File: config.mk
export PLATFORM = sky130hd
export DESIGN_NAME = can_frame_field_tracker_flat
export DESIGN_NICKNAME = d
export VERILOG_FILES = /design/src/rtl/can_frame_field_tracker_pkg.sv /design/src/rtl/can_frame_field_tracker_if.sv /design/src/rtl/can_frame_field_tracker_counter.sv /design/src/rtl/can_frame_field_tracker.sv /design/src/flat_wrapper.sv
export SDC_FILE = /design/constraint.sdc
export NUM_CORES = 1
export LEC_CHECK = 0
export BUFFER_PORTS_ARGS = -buffer_cell sky130_fd_sc_hd__buf_2
export CAP_MARGIN = 0
export CORE_ASPECT_RATIO = 1.1
export CORE_MARGIN = 2
export CORE_UTILIZATION = 54
export DETAILED_ROUTE_END_ITERATION = 7
export PLACE_DENSITY = 0.78
export SYNTH_ARGS = -nofsm -noshare
export SYNTH_HDL_FRONTEND = slang
export SYNTH_SLANG_ARGS = --single-unit
File: constraint.sdc
create_clock -name clk -period 2.9 [get_ports clk]
set_input_delay 0.29 -clock clk [delete_from_list [all_inputs] [get_ports clk]]
set_output_delay 0.29 -clock clk [all_outputs]
set_load 0.03 [all_outputs]
File: src/rtl/can_frame_field_tracker_pkg.sv
// ---------------------------------------------------------------------------
// can_frame_pkg
// Shared definitions for the CAN frame field tracker:
//   - field_e        : 4-bit encoding of the field the next sampled bit is in
//   - LEN_*          : field lengths in bits
//   - CNT_W          : width of the per-field bit counter
//   - dlc_to_bits()  : DLC -> number of data bits, clamped to a byte cap
// Optional feature macro: CAN_EXT_ID_EN adds the extended-ID fields
// (ID_B, RTR_EXT, R1) to the encoding.
// ---------------------------------------------------------------------------
package can_frame_pkg;

  localparam int CNT_W = 7;

  typedef enum logic [3:0] {
    FLD_IDLE     = 4'd0,
    FLD_ID_A     = 4'd1,
    FLD_BIT12    = 4'd2,
    FLD_IDE      = 4'd3,
    FLD_R0       = 4'd4,
    FLD_DLC      = 4'd5,
    FLD_DATA     = 4'd6,
    FLD_CRC      = 4'd7,
    FLD_CRC_DEL  = 4'd8,
    FLD_ACK_SLOT = 4'd9,
    FLD_ACK_DEL  = 4'd10,
    FLD_EOF      = 4'd11,
    FLD_IFS      = 4'd12
`ifdef CAN_EXT_ID_EN
    ,
    FLD_ID_B     = 4'd13,
    FLD_RTR_EXT  = 4'd14,
    FLD_R1       = 4'd15
`endif
  } field_e;

  localparam int unsigned LEN_ID_A = 11;
  localparam int unsigned LEN_ID_B = 18;
  localparam int unsigned LEN_DLC  = 4;
  localparam int unsigned LEN_CRC  = 15;

  // Data field length in bits: 8 * min(dlc, max_bytes).
  function automatic logic [CNT_W-1:0] dlc_to_bits(input logic [3:0] dlc,
                                                   input int unsigned max_bytes);
    int unsigned bytes_v;
    bytes_v = (32'(dlc) > max_bytes) ? max_bytes : 32'(dlc);
    return CNT_W'(bytes_v * 32'd8);
  endfunction

endpackage

File: src/rtl/can_frame_field_tracker_if.sv
// ---------------------------------------------------------------------------
// can_frame_field_tracker_if
// Bus bundle between the destuff/bit-timing stage (master) and the field
// tracker (slave).
//   master -> slave : SP, RX, STUFF_BIT, ABORT
//   slave -> master : FIELD, F_CRC_D, F_ACK_S, F_ACK_D, F_EOF, STUFF_EN,
//                     DLC, RTR, FRAME_DONE
// Strobe semantics: a bit is consumed on a clk edge where SP=1 and
// STUFF_BIT=0; SP is one clk wide and there is no back-pressure. ABORT acts
// on any clk edge regardless of SP.
// ---------------------------------------------------------------------------
interface can_frame_field_tracker_if;
  import can_frame_pkg::*;

  logic       SP;
  logic       RX;
  logic       STUFF_BIT;
  logic       ABORT;
  field_e     FIELD;
  logic       F_CRC_D;
  logic       F_ACK_S;
  logic       F_ACK_D;
  logic       F_EOF;
  logic       STUFF_EN;
  logic [3:0] DLC;
  logic       RTR;
  logic       FRAME_DONE;

  modport master (
    output SP, RX, STUFF_BIT, ABORT,
    input  FIELD, F_CRC_D, F_ACK_S, F_ACK_D, F_EOF, STUFF_EN, DLC, RTR, FRAME_DONE
  );

  modport slave (
    input  SP, RX, STUFF_BIT, ABORT,
    output FIELD, F_CRC_D, F_ACK_S, F_ACK_D, F_EOF, STUFF_EN, DLC, RTR, FRAME_DONE
  );
endinterface

File: src/rtl/can_frame_field_tracker_counter.sv
// ---------------------------------------------------------------------------
// can_field_counter
// Loadable down-counter holding the remaining bits of the current field.
// Ports:
//   clk, reset   : clock, synchronous active-high reset (count -> 0)
//   i_load       : load i_load_val (wins over i_en)
//   i_load_val   : field length minus 1
//   i_en         : qualified sample point; decrements while non-zero
//   o_zero       : count is zero (last bit of the field is next)
// ---------------------------------------------------------------------------
module can_field_counter
  import can_frame_pkg::*;
(
  input  logic             clk,
  input  logic             reset,
  input  logic             i_en,
  input  logic             i_load,
  input  logic [CNT_W-1:0] i_load_val,
  output logic             o_zero
);

  logic [CNT_W-1:0] r_cnt;

  always_ff @(posedge clk) begin
    if (reset) begin
      r_cnt <= '0;
    end else if (i_load) begin
      r_cnt <= i_load_val;
    end else if (i_en && (r_cnt != '0)) begin
      r_cnt <= r_cnt - CNT_W'(1);
    end
  end

  assign o_zero = (r_cnt == '0);

endmodule

File: src/rtl/can_frame_field_tracker.sv
// ---------------------------------------------------------------------------
// can_frame_field_tracker
// Follows a CAN frame on the destuffed RX stream, one bit per qualified
// sample point, and publishes which field the next sampled bit belongs to.
// Ports:
//   clk, reset : clock, synchronous active-high reset
//   bus        : can_frame_field_tracker_if.slave (SP/RX/STUFF_BIT/ABORT in;
//                FIELD, position flags, DLC, RTR, FRAME_DONE out)
// Parameters: EOF_BITS, IFS_BITS, MAX_DATA_BYTES.
// Optional feature macro: CAN_EXT_ID_EN (extended 29-bit identifier fields).
// FIELD is the FSM state itself, so it doubles as the debug view.
// ---------------------------------------------------------------------------
module can_frame_field_tracker
  import can_frame_pkg::*;
#(
  parameter int unsigned EOF_BITS       = 7,
  parameter int unsigned IFS_BITS       = 3,
  parameter int unsigned MAX_DATA_BYTES = 8
) (
  input  logic                      clk,
  input  logic                      reset,
  can_frame_field_tracker_if.slave  bus
);

  field_e           r_field;
  field_e           w_field_nxt;
  logic [3:0]       r_dlc;
  logic             r_rtr;
  logic             w_adv;
  logic             w_load;
  logic [CNT_W-1:0] w_load_val;
  logic             w_cnt_zero;
  logic             w_done;
  logic             w_rtr_cap;
  logic             w_stuff_en;
  logic [3:0]       w_dlc_full;
  logic [CNT_W-1:0] w_data_bits;

  assign w_adv = bus.SP && !bus.STUFF_BIT;

  // DLC including the bit being sampled now; used when leaving the DLC field.
  assign w_dlc_full  = {r_dlc[2:0], bus.RX};
  assign w_data_bits = dlc_to_bits(w_dlc_full, MAX_DATA_BYTES);

`ifdef CAN_EXT_ID_EN
  // In an extended frame BIT12 is SRR; the real RTR overwrites it later.
  assign w_rtr_cap = (r_field == FLD_BIT12) || (r_field == FLD_RTR_EXT);
`else
  assign w_rtr_cap = (r_field == FLD_BIT12);
`endif

  can_field_counter u_cnt (
    .clk        (clk),
    .reset      (reset),
    .i_en       (w_adv),
    .i_load     (w_load),
    .i_load_val (w_load_val),
    .o_zero     (w_cnt_zero)
  );

  // State register
  always_ff @(posedge clk) begin
    if (reset) begin
      r_field <= FLD_IDLE;
    end else begin
      r_field <= w_field_nxt;
    end
  end

  // Next field / counter reload. Single-bit fields reload 0 (the default).
  always_comb begin
    w_field_nxt = r_field;
    w_load      = 1'b0;
    w_load_val  = '0;
    w_done      = 1'b0;
    if (bus.ABORT) begin
      w_field_nxt = FLD_IDLE;
      w_load      = 1'b1;
    end else if (w_adv) begin
      if (r_field == FLD_IDLE) begin
        if (!bus.RX) begin
          w_field_nxt = FLD_ID_A;
          w_load      = 1'b1;
          w_load_val  = CNT_W'(LEN_ID_A - 1);
        end
      end else if (w_cnt_zero) begin
        w_load = 1'b1;
        case (r_field)
          FLD_ID_A:  w_field_nxt = FLD_BIT12;
          FLD_BIT12: w_field_nxt = FLD_IDE;
          FLD_IDE: begin
            if (bus.RX) begin
`ifdef CAN_EXT_ID_EN
              w_field_nxt = FLD_ID_B;
              w_load_val  = CNT_W'(LEN_ID_B - 1);
`else
              // Extended frames are not tracked: drop back to IDLE.
              w_field_nxt = FLD_IDLE;
`endif
            end else begin
              w_field_nxt = FLD_R0;
            end
          end
`ifdef CAN_EXT_ID_EN
          FLD_ID_B:    w_field_nxt = FLD_RTR_EXT;
          FLD_RTR_EXT: w_field_nxt = FLD_R1;
          FLD_R1:      w_field_nxt = FLD_R0;
`endif
          FLD_R0: begin
            w_field_nxt = FLD_DLC;
            w_load_val  = CNT_W'(LEN_DLC - 1);
          end
          FLD_DLC: begin
            // Remote frames and zero-length frames carry no data field.
            if (r_rtr || (w_data_bits == '0)) begin
              w_field_nxt = FLD_CRC;
              w_load_val  = CNT_W'(LEN_CRC - 1);
            end else begin
              w_field_nxt = FLD_DATA;
              w_load_val  = w_data_bits - CNT_W'(1);
            end
          end
          FLD_DATA: begin
            w_field_nxt = FLD_CRC;
            w_load_val  = CNT_W'(LEN_CRC - 1);
          end
          FLD_CRC:      w_field_nxt = FLD_CRC_DEL;
          FLD_CRC_DEL:  w_field_nxt = FLD_ACK_SLOT;
          FLD_ACK_SLOT: w_field_nxt = FLD_ACK_DEL;
          FLD_ACK_DEL: begin
            w_field_nxt = FLD_EOF;
            w_load_val  = CNT_W'(EOF_BITS - 1);
          end
          FLD_EOF: begin
            w_field_nxt = FLD_IFS;
            w_load_val  = CNT_W'(IFS_BITS - 1);
            w_done      = 1'b1;
          end
          // RX is not looked at in IFS: a dominant bit there does not restart.
          FLD_IFS: w_field_nxt = FLD_IDLE;
          default: w_field_nxt = FLD_IDLE;
        endcase
      end
    end
  end

  // Captured frame header fields
  always_ff @(posedge clk) begin
    if (reset) begin
      r_dlc <= '0;
      r_rtr <= 1'b0;
    end else if (!bus.ABORT && w_adv) begin
      if (r_field == FLD_DLC) begin
        r_dlc <= w_dlc_full;
      end
      if (w_rtr_cap) begin
        r_rtr <= bus.RX;
      end
    end
  end

  // Stuffing window: every field from the first ID bit through the last CRC bit.
  always_comb begin
    w_stuff_en = 1'b0;
    case (r_field)
      FLD_ID_A, FLD_BIT12, FLD_IDE, FLD_R0, FLD_DLC, FLD_DATA, FLD_CRC: w_stuff_en = 1'b1;
`ifdef CAN_EXT_ID_EN
      FLD_ID_B, FLD_RTR_EXT, FLD_R1: w_stuff_en = 1'b1;
`endif
      default: w_stuff_en = 1'b0;
    endcase
  end

  assign bus.FIELD      = r_field;
  assign bus.F_CRC_D    = (r_field == FLD_CRC_DEL);
  assign bus.F_ACK_S    = (r_field == FLD_ACK_SLOT);
  assign bus.F_ACK_D    = (r_field == FLD_ACK_DEL);
  assign bus.F_EOF      = (r_field == FLD_EOF);
  assign bus.STUFF_EN   = w_stuff_en;
  assign bus.DLC        = r_dlc;
  assign bus.RTR        = r_rtr;
  assign bus.FRAME_DONE = w_done && !reset;

endmodule

File: src/flat_wrapper.sv
// flat-port wrapper written by rule: the top's interface ports become plain ports
module can_frame_field_tracker_flat import can_frame_pkg::*;
#(
  parameter int unsigned EOF_BITS       = 7,
  parameter int unsigned IFS_BITS       = 3,
  parameter int unsigned MAX_DATA_BYTES = 8
)
  (clk, reset, bus_SP, bus_RX, bus_STUFF_BIT, bus_ABORT, bus_FIELD, bus_F_CRC_D, bus_F_ACK_S, bus_F_ACK_D, bus_F_EOF, bus_STUFF_EN, bus_DLC, bus_RTR, bus_FRAME_DONE);
  can_frame_field_tracker_if bus_i ();
  input  logic clk;
  input  logic reset;
  input wire logic [$bits(bus_i.SP)-1:0] bus_SP;
  input wire logic [$bits(bus_i.RX)-1:0] bus_RX;
  input wire logic [$bits(bus_i.STUFF_BIT)-1:0] bus_STUFF_BIT;
  input wire logic [$bits(bus_i.ABORT)-1:0] bus_ABORT;
  output wire logic [$bits(bus_i.FIELD)-1:0] bus_FIELD;
  output wire logic [$bits(bus_i.F_CRC_D)-1:0] bus_F_CRC_D;
  output wire logic [$bits(bus_i.F_ACK_S)-1:0] bus_F_ACK_S;
  output wire logic [$bits(bus_i.F_ACK_D)-1:0] bus_F_ACK_D;
  output wire logic [$bits(bus_i.F_EOF)-1:0] bus_F_EOF;
  output wire logic [$bits(bus_i.STUFF_EN)-1:0] bus_STUFF_EN;
  output wire logic [$bits(bus_i.DLC)-1:0] bus_DLC;
  output wire logic [$bits(bus_i.RTR)-1:0] bus_RTR;
  output wire logic [$bits(bus_i.FRAME_DONE)-1:0] bus_FRAME_DONE;
  assign bus_i.SP = bus_SP;
  assign bus_i.RX = bus_RX;
  assign bus_i.STUFF_BIT = bus_STUFF_BIT;
  assign bus_i.ABORT = bus_ABORT;
  assign bus_FIELD = bus_i.FIELD;
  assign bus_F_CRC_D = bus_i.F_CRC_D;
  assign bus_F_ACK_S = bus_i.F_ACK_S;
  assign bus_F_ACK_D = bus_i.F_ACK_D;
  assign bus_F_EOF = bus_i.F_EOF;
  assign bus_STUFF_EN = bus_i.STUFF_EN;
  assign bus_DLC = bus_i.DLC;
  assign bus_RTR = bus_i.RTR;
  assign bus_FRAME_DONE = bus_i.FRAME_DONE;
  can_frame_field_tracker #(.EOF_BITS(EOF_BITS), .IFS_BITS(IFS_BITS), .MAX_DATA_BYTES(MAX_DATA_BYTES)) u_core (.clk(clk), .reset(reset), .bus(bus_i));
endmodule
=== Word-level counts from Yosys, hierarchy flattened ===
Cells that the tools add are included.

* $add $sub $neg: 2
* Magnitude comparators: 1
* Equality and inequality tests: 12
* Mux-type cells: 27
* Reductions and logical operators: 19

{| class="wikitable"
|+ Operator list
! operator !! count
|-
| $mux 7 || 7
|-
| $pmux 4 s11 || 1
|-
| $pmux 7 s5 || 1
|-
| $mux 4 || 5
|-
| $eq 4x3->1 const B || 4
|-
| $eq 4x4->1 const B || 4
|-
| $logic_not 7->1 || 2
|-
| $sub 7x1->7 const B || 2
|-
| $mux 1 || 12
|-
| $eq 4x2->1 const B || 2
|-
| $reduce_bool 7->1 || 1
|-
| $reduce_or 7->1 || 1
|-
| $eq 4x1->1 const B || 1
|-
| $gt 4x4->1 const B || 1
|-
| $logic_and 1x1->1 || 4
|-
| $logic_not 4->1 || 1
|-
| $reduce_and 2->1 || 2
|-
| $reduce_bool 2->1 || 2
|-
| $logic_not 1->1 || 3
|-
| $mux 3 || 1
|-
| $reduce_and 3->1 || 1
|-
| $ne 2x2->1 const B || 1
|-
| $reduce_or 2->1 || 1
|-
| $logic_or 1x1->1 || 1
|}

* Flip-flop bits (word level): 16
* Input port bits: 6
* Output and inout bits: 15
* Word-level logic and storage cells: 65

=== Logic depth before layout (Yosys ltp) ===
Gate-level depths: netlist of the first run.

* Word-level depth: 11
* Gate-level depth with buffers: 8
* Mapped depth without buffers: 7

=== Hierarchy ===
From an unflattened synthesis of the first run, not the netlist that was laid out.

* Cell total of the unflattened synthesis: 144
* Area, all modules: 1129.8 sq um

{| class="wikitable"
|+ Modules (own cells, without submodules)
! module !! instances !! cells an instance !! area each (sq um) !! seq. area each (sq um)
|-
| can_frame_field_tracker || 1 || 96 || 710.7 || 180.2
|-
| can_field_counter || 1 || 48 || 419.2 || 140.1
|}

=== Worst setup path before layout of the first run ===
No wires, ideal clock.

* Kind: flip-flop to output port
* Start point: register u_core.u_cnt.r_cnt[0]
* End point: output port bus_FRAME_DONE
* Arrival: 2.239 ns
* Data required time: 2.610 ns
* Slack: 0.371 ns
* Cell stages (with the launch flop): 8
* Cell sequence: dfxtp_1 -> inv_1 -> ha_1 -> or4b_1 -> buf_2 -> nor3b_4 -> nand3_1 -> nor3_1

* Word-level cells in the longest chain between the ends: 6

{| class="wikitable"
|+ Ends and longest elaborated chain
! what !! line !! source
|-
| from (decl) || can_frame_field_tracker_counter.sv:22 || <nowiki>logic [CNT_W-1:0] r_cnt;</nowiki>
|-
| from (signal assigned) || can_frame_field_tracker_counter.sv:28 || <nowiki>r_cnt <= i_load_val;</nowiki>
|-
| from (signal assigned) || can_frame_field_tracker_counter.sv:30 || <nowiki>r_cnt <= r_cnt - CNT_W'(1);</nowiki>
|-
| $logic_not 7->1 || can_frame_field_tracker_counter.sv:34 || <nowiki>assign o_zero = (r_cnt == '0);</nowiki>
|-
| $mux 1 || can_frame_field_tracker.sv:86 || <nowiki>end else if (w_cnt_zero) begin</nowiki>
|-
| $mux 1 || can_frame_field_tracker.sv:80 || <nowiki>if (r_field == FLD_IDLE) begin</nowiki>
|-
| $mux 1 || can_frame_field_tracker.sv:79 || <nowiki>end else if (w_adv) begin</nowiki>
|-
| $mux 1 || can_frame_field_tracker.sv:76 || <nowiki>if (bus.ABORT) begin</nowiki>
|-
| $logic_and 1x1->1 || can_frame_field_tracker.sv:182 || <nowiki>assign bus.FRAME_DONE = w_done && !reset;</nowiki>
|-
| to (decl) || flat_wrapper.sv:24 || <nowiki>output wire logic [$bits(bus_i.FRAME_DONE)-1:0] bus_FRAME_DONE;</nowiki>
|}

No other way between the ends.

=== Final worst setup path of the first run ===
Ends and elaborated chain as after synthesis.

==> impl_metrics.ini, run 1 <==
[timing]
tightest_slew_ns = 0.772
max_freq_ghz = 0.366
slew_headroom = 0.484
min_period_ns = 2.73
fin_skew_ns = 0.00659
setup_tns_ns = 0
maxSlewViolCount = 0
rsz0062_at_grt = no
hold_viol = 0
whs_ns = 0.252
setup_viol = 0
timing.final.crit_share = 0.942

[place]
hpwl_mm = 1.94
place_congestion = 0.891
dpl_cell_area_sq_um = 1190
dp_cells = 191
port_buffers = 20

[route]
avgViaCountPerCell = 5.84
vias = 1138
antenna_left = 0
routed_wl_mm = 2.62
drt_iter0_drc = 44
wl_per_cell_um = 13.5
first_pass_iters = 4
drc = 0

[finish]
multi_input_area_sq_um = 728
fillers = 182
instances_no_fill = 195
area_growth_pct = 13.1
nets = 177
layout-drive-gt1-share = 0.180
antennaDiodeCount = 0
final-seq-area_sq_um = 320
stdcell_area_sq_um = 1230

[grt]
antenna_found_initial = 0
overflow = 0
grt_start_max_net_pins = 17
grtUsageMet3 = 0.0212
grtUsageMet1 = 0.355
top_usage_layer = met2
track_usage = 0.240
grt_pass1_wl_mm = 4.24
grt_use_met2 = 0.363
grt_pass1_vias = 953

[power]
peakVddDrop_uv = 230
netSwitchingFraction = 0.267
cellLeakagePower_uw = 0.000491
intPower_uw = 320
p_seq_frac = 0.517
clkPwrFrac = 0.347
p_switching_uw = 116
combPwrFrac = 0.136
p_per_area_nw_per_um2 = 354

[cts]
ctsHoldBuffers = 0
tritoncts = built
cts_resized = 0
cts_setup_buffers = 0
cts_buffer_depth = 2
h-tree-depth = 1
clkSinkCount = 16
numCtsBuffers = 3
clock_latency_ns = 0.29
cts-root-buf = clkbuf_4
clk_pin_slew_ns = 0.10

[die]
core-area_sq_um = 1960
io_pins = 21
fp-row-count = 17
start_util = 0.556
die_w_um = 46.8
die_h_um = 51.1
die_area_sq_um = 2390

[worst_setup_path]
crit_buf_inv = 2
critical-path-slowest-cell = or4b_1
slowest_delay_ns = 0.59
critPathKind = flip-flop to primary output
cp-start-kind = flip-flop
cp_top_family = simple AND/OR/NAND/NOR gates
endpoint_kind = primary output
required_ns = 2.61
crit_chain = inv_1 > ha_1 > or4b_1 > nor3b_4 > nand3_1 > nor3_1 > buf_2
cp.arrival_ns = 2.44
cp_max_fo = 7

[min_path]
hold_path_class = primary input to flip-flop

[run]
drv_cap = 0

[logic_synthesis]
seq_area_frac_synth = 0.294
synth.net_count = 159
syn-mean-instance-area_sq_um = 7.26
synth_cell_types = 37
synth_area_sq_um = 1090
synth_cells = 150
synth_warnings = 0
synth_seq_cells = 16

[outcome]
status = completed
path summary, 6_finish.rpt:
check	startpoint	to	slack [ns]	depth (start not counted)
max	u_core.u_cnt.r_cnt[0]	bus_FRAME_DONE	0.17	7
min reg2reg	u_core.bus.DLC[3]	u_core.bus.DLC[3]	0.46	2
min	reset	u_core.bus.DLC[3]	0.25	2
max reg2reg	u_core.u_cnt.r_cnt[0]	u_core.bus.FIELD[2]	0.56	7
state kept, by name, summed over array words and instances, names as in the netlist:
register	count
u_core.bus.FIELD	4
u_core.bus.RTR	1
u_core.u_cnt.r_cnt	7
u_core.bus.DLC	4
per-stage QoR:
stage,power [uW],utilization,setup WS (ns)
global route,455,0.629,0.0256
global placement,288,0.611,0.524
floorplan,274,-,0.371
CTS,439,0.629,0.169
detailed placement,289,0.611,0.509
finish,436,0.629,0.167
layer usage:
layer | routed length [um] | part of all wire
met1 | 1250 | 0.48
met2 | 1240 | 0.47
met3 | 112 | 0.043
met4 | 27 | 0.010
met5 | 0 | 0
cells by family (layout without fill, tap and decap cells):
| kind of cell | Yosys count | after routing | synth area share |
|---|---|---|---|
| DFF | 16 | 16 | 0.294 |
| xor gates and xnor gates | 4 | 4 | 0.0322 |
| buffers and inverters | 10 | 27 | 0.0368 |
| muxes | 2 | 2 | 0.0184 |
| adders and majority gates | 3 | 3 | 0.0345 |
| and+or+nand+nor | 75 | 75 | 0.355 |
| AOI/OAI and AO/OA | 40 | 40 | 0.229 |
cells in the final DEF, fill, tap and decap left out, types with 2 or more instances in the layout:
| master | synthesis | final |
|---|---|---|
| o211ai_1 | 2 | 2 |
| nand3b_1 | 2 | 2 |
| nand2_1 | 15 | 15 |
| o22ai_1 | 2 | 2 |
| o21ai_0 | 10 | 10 |
| ha_1 | 3 | 3 |
| nor2_1 | 20 | 20 |
| nand3_1 | 7 | 7 |
| inv_1 | 3 | 3 |
| buf_2 | 2 | 20 |
| nor2b_1 | 6 | 6 |
| clkbuf_4 | 0 | 3 |
| a21oi_1 | 17 | 17 |
| xnor2_1 | 3 | 3 |
| dfxtp_1 | 16 | 16 |
| nand2b_1 | 7 | 7 |
| mux2i_1 | 2 | 2 |
| nor3_1 | 7 | 7 |
| or2_2 | 3 | 3 |
synthesized netlist by cell type, drive strengths merged:
cell | instances | share of area
nand3b | 2 | 0.014
or3 | 1 | 0.0058
o211ai | 2 | 0.014
nor3b | 1 | 0.017
o21bai | 1 | 0.0069
o41a | 1 | 0.010
or4b | 1 | 0.0092
o2111ai | 1 | 0.0080
and2 | 1 | 0.0058
or2 | 3 | 0.017
a22o | 1 | 0.0080
a22oi | 1 | 0.0069
mux2i | 2 | 0.018
ha | 3 | 0.034
nor3 | 7 | 0.032
nand3 | 7 | 0.032
nor2b | 6 | 0.034
clkbuf | 5 | 0.017
nor4 | 1 | 0.0058
a221o | 1 | 0.0092
inv | 3 | 0.010
or3b | 1 | 0.0080
nand2b | 7 | 0.040
xnor2 | 3 | 0.024
o21ai | 11 | 0.061
a21oi | 17 | 0.078
or4 | 1 | 0.0069
buf | 2 | 0.0092
xor2 | 1 | 0.0080
nand2 | 15 | 0.052
o22ai | 2 | 0.011
dfxtp | 16 | 0.29
nor2 | 20 | 0.069
a211oi | 1 | 0.0069
a211o | 1 | 0.0080
nand4 | 1 | 0.0058
power groups by stage:
stage	combinational (uW)	clock, uW	sequential [uW]
detailed placement	57.9	0	231
finish	59.1	151	226
floorplan	43.8	0	230
CTS	58.3	155	226
global route	64.5	164	226
global placement	57.5	0	230
area by class of cell:
class	instances	share of cell area
timing repair buffer	20	0.0813
sequential	16	0.260
inverter	3	0.00915
tap	28	0.0285
multi-input combinational	124	0.591
clock buffer	4	0.0295
No activity file was read; power rests on OpenSTA's default activity.
==> inputs of run 2 (changes only) <==
- CELL_PAD_IN_SITES_DETAIL_PLACEMENT: not set -> 0
- CELL_PAD_IN_SITES_GLOBAL_PLACEMENT: not set -> 1
- CORE_UTILIZATION: 54 -> 39
- PLACE_DENSITY: 0.78 -> not set
- PLACE_DENSITY_LB_ADDON: not set -> 0.1
- SKIP_LAST_GASP: not set -> 1
- SYNTH_HIERARCHICAL: not set -> 1
==> run 2 against run 1 <==
Against the previous run: combinational power is 35% higher; highest routed layer unchanged; synthesized cell count is 4.0% lower; critical endpoint unchanged; synthesized area is 3.8% higher; fmax is 14% higher; sequential power is 4% higher; final cell count is 0.51% lower; clock-buffer cell count stayed put; register-to-register slack worse by 0.04 ns; largest power group unchanged.
==> impl_metrics.ini, run 2 <==
[power]
p_per_area_nw_per_um2 = 369
peakVddDrop_uv = 199
cellLeakagePower_uw = 0.000458
finalPower_uw = 471

[timing]
fin_skew_ns = 0.00912
max_freq_ghz = 0.417
setup_tns_ns = 0
timing.final.crit_share = 0.827
tightest_slew_ns = 0.618
maxSlewViolCount = 0
hold_viol = 0
setup_viol = 0
slew_headroom = 0.584
whs_ns = 0.243
rsz0062_at_grt = no
min_period_ns = 2.40

[route]
first_pass_iters = 4
wl_per_cell_um = 14.7
antenna_left = 0
drt_iter0_drc = 28
routed_wl_mm = 2.85
drc = 0
vias = 1095
avgViaCountPerCell = 5.64

[worst_setup_path]
rr_endpoint = u_core/u_cnt/r_cnt[4]
crit_end = bus_FRAME_DONE
required_ns = 2.61
critPathKind = flip-flop to primary output
cp-start-kind = flip-flop
critical-path-slowest-cell = dfxtp_1
crit_chain = inv_1 > ha_1 > nor4b_4 > and2_1 > nand2_1 > nor4_1 > buf_2
endpoint_kind = primary output
reg2reg_slack_ns = 0.52
cp.arrival_ns = 2.11
cp_max_fo = 7
r2r_cells = 10
rr_startpoint = u_core/u_cnt/r_cnt[0]
startpoint = u_core/u_cnt/r_cnt[0]
slowest_delay_ns = 0.34

[cts]
cts_setup_buffers = 0
tritoncts = built
clkSinkCount = 16
h-tree-depth = 1
cts_resized = 0
numCtsBuffers = 3
cts-root-buf = clkbuf_4
clock_latency_ns = 0.30
clk_pin_slew_ns = 0.11
ctsHoldBuffers = 0
cts_buffer_depth = 2

[finish]
instances_no_fill = 194
antennaDiodeCount = 0
multi_input_area_sq_um = 761
layout-drive-gt1-share = 0.230
largest_reg_flops = 7
regMostFlops = u_core/u_cnt/r_cnt
final_common_cell = buf_2
final_cell_mix = buf_2, nor2_1, dfxtp_1, a21oi_1, nand2_1
nets = 169
final-seq-area_sq_um = 320
fillers = 306
area_growth_pct = 13.1
stdcell_area_sq_um = 1280

[grt]
track_usage = 0.188
grt_pass1_wl_mm = 4.93
grt_start_max_net_pins = 18
antenna_found_initial = 0
grt_pass1_vias = 1063
overflow = 0

[logic_synthesis]
synth_cells = 144
synth_seq_cells = 16
synth_warnings = 6
synthTopCellsByCount = nor2_1, dfxtp_1, a21oi_1
synth.net_count = 151
yosysTopAreaCell = dfxtp_1
synth_edf_count = 0
synth_cell_types = 51
synth_top_area_frac = 0.283
synthFlopType = dfxtp_1
seq_area_frac_synth = 0.283
async_flop_share = 0
synth_area_sq_um = 1130
ys_top_cells_by_area = dfxtp_1, a21oi_1, nor2_1
synth_most_common_cell = nor2_1
syn-mean-instance-area_sq_um = 7.85

[place]
dpl_cell_area_sq_um = 1240
hpwl_mm = 2.05
port_buffers = 20
dp_cells = 190
place_congestion = 0.788

[die]
start_util = 0.410
io_pins = 21
die_w_um = 55.3
die_area_sq_um = 3340
die_h_um = 60.5
fp-row-count = 20
core-area_sq_um = 2750

[outcome]
status = completed

[run]
drv_cap = 0

[min_path]
hold_path_class = primary input to flip-flop
run 2: per-stage QoR:
| stage | setup slack (ns) | utilization |
|---|---|---|
| floorplan | 0.560 | - |
| global placement | 0.656 | 0.451 |
| detailed placement | 0.550 | 0.451 |
| CTS | 0.465 | 0.464 |
| global route | 0.232 | 0.464 |
| finish | 0.502 | 0.464 |
run 2: kinds of logic (layout without fill, tap and decap cells):
kind of cell,count (synthesis),in the layout,synth area share
AO/OA/AOI/OAI,37,37,0.217
XOR/XNOR,2,2,0.0155
adder cells (fa/ha/maj),1,1,0.0111
buffers and inverters,12,29,0.0432
flip-flops,16,16,0.284
multiplexers,3,3,0.0377
other,1,1,0.00332
AND/OR/NAND/NOR,72,72,0.389
run 2: worst min-delay path by stage:
stage | from | to | depth (start not counted)
2_1_floorplan | bus_ABORT | u_core/bus.FIELD[3] | 1
3_3_place_gp | u_core/bus.DLC[3] | u_core/bus.DLC[3] | 2
3_5_place_dp | u_core/bus.DLC[3] | u_core/bus.DLC[3] | 2
4_1_cts | bus_ABORT | u_core/bus.FIELD[3] | 2
5_1_grt | bus_ABORT | u_core/bus.FIELD[3] | 2
6_report | bus_ABORT | u_core/bus.FIELD[3] | 2
run 2: metal layers:
metal  GRT usage  vias to the layer above  wire length (um)
met5           0                        -                 0
li1            -                      561                 -
met1       0.239                      508              1320
met2       0.313                       22              1410
met4       0.108                        0                38
met3      0.0235                        4                90
run 2: critical path: cells and delay by family (launching register included):
kind	cells	cell delay, ns
buffers and inverters	2	0.31
AND/OR/NAND/NOR	4	0.98
adder cells (fa/ha/maj)	1	0.17
flip-flops	1	0.34
run 2: where the power goes:
| group | leakage [uW] | internal (uW) | switching, uW | total (uW) |
|---|---|---|---|---|
| logic | 0.000307 | 34.0 | 45.5 | 79.5 |
| clock network | 0.0000210 | 76.6 | 80.9 | 158 |
| registers | 0.000130 | 226 | 8.10 | 234 |
run 2: final cells by class:
| type | count | share of cell area |
|---|---|---|
| inverters | 5 | 0.0147 |
| clock buffers | 4 | 0.0284 |
| well taps | 33 | 0.0323 |
| repair buffers | 20 | 0.0784 |
| flip-flops and latches | 16 | 0.251 |
| multi-input cells | 116 | 0.595 |
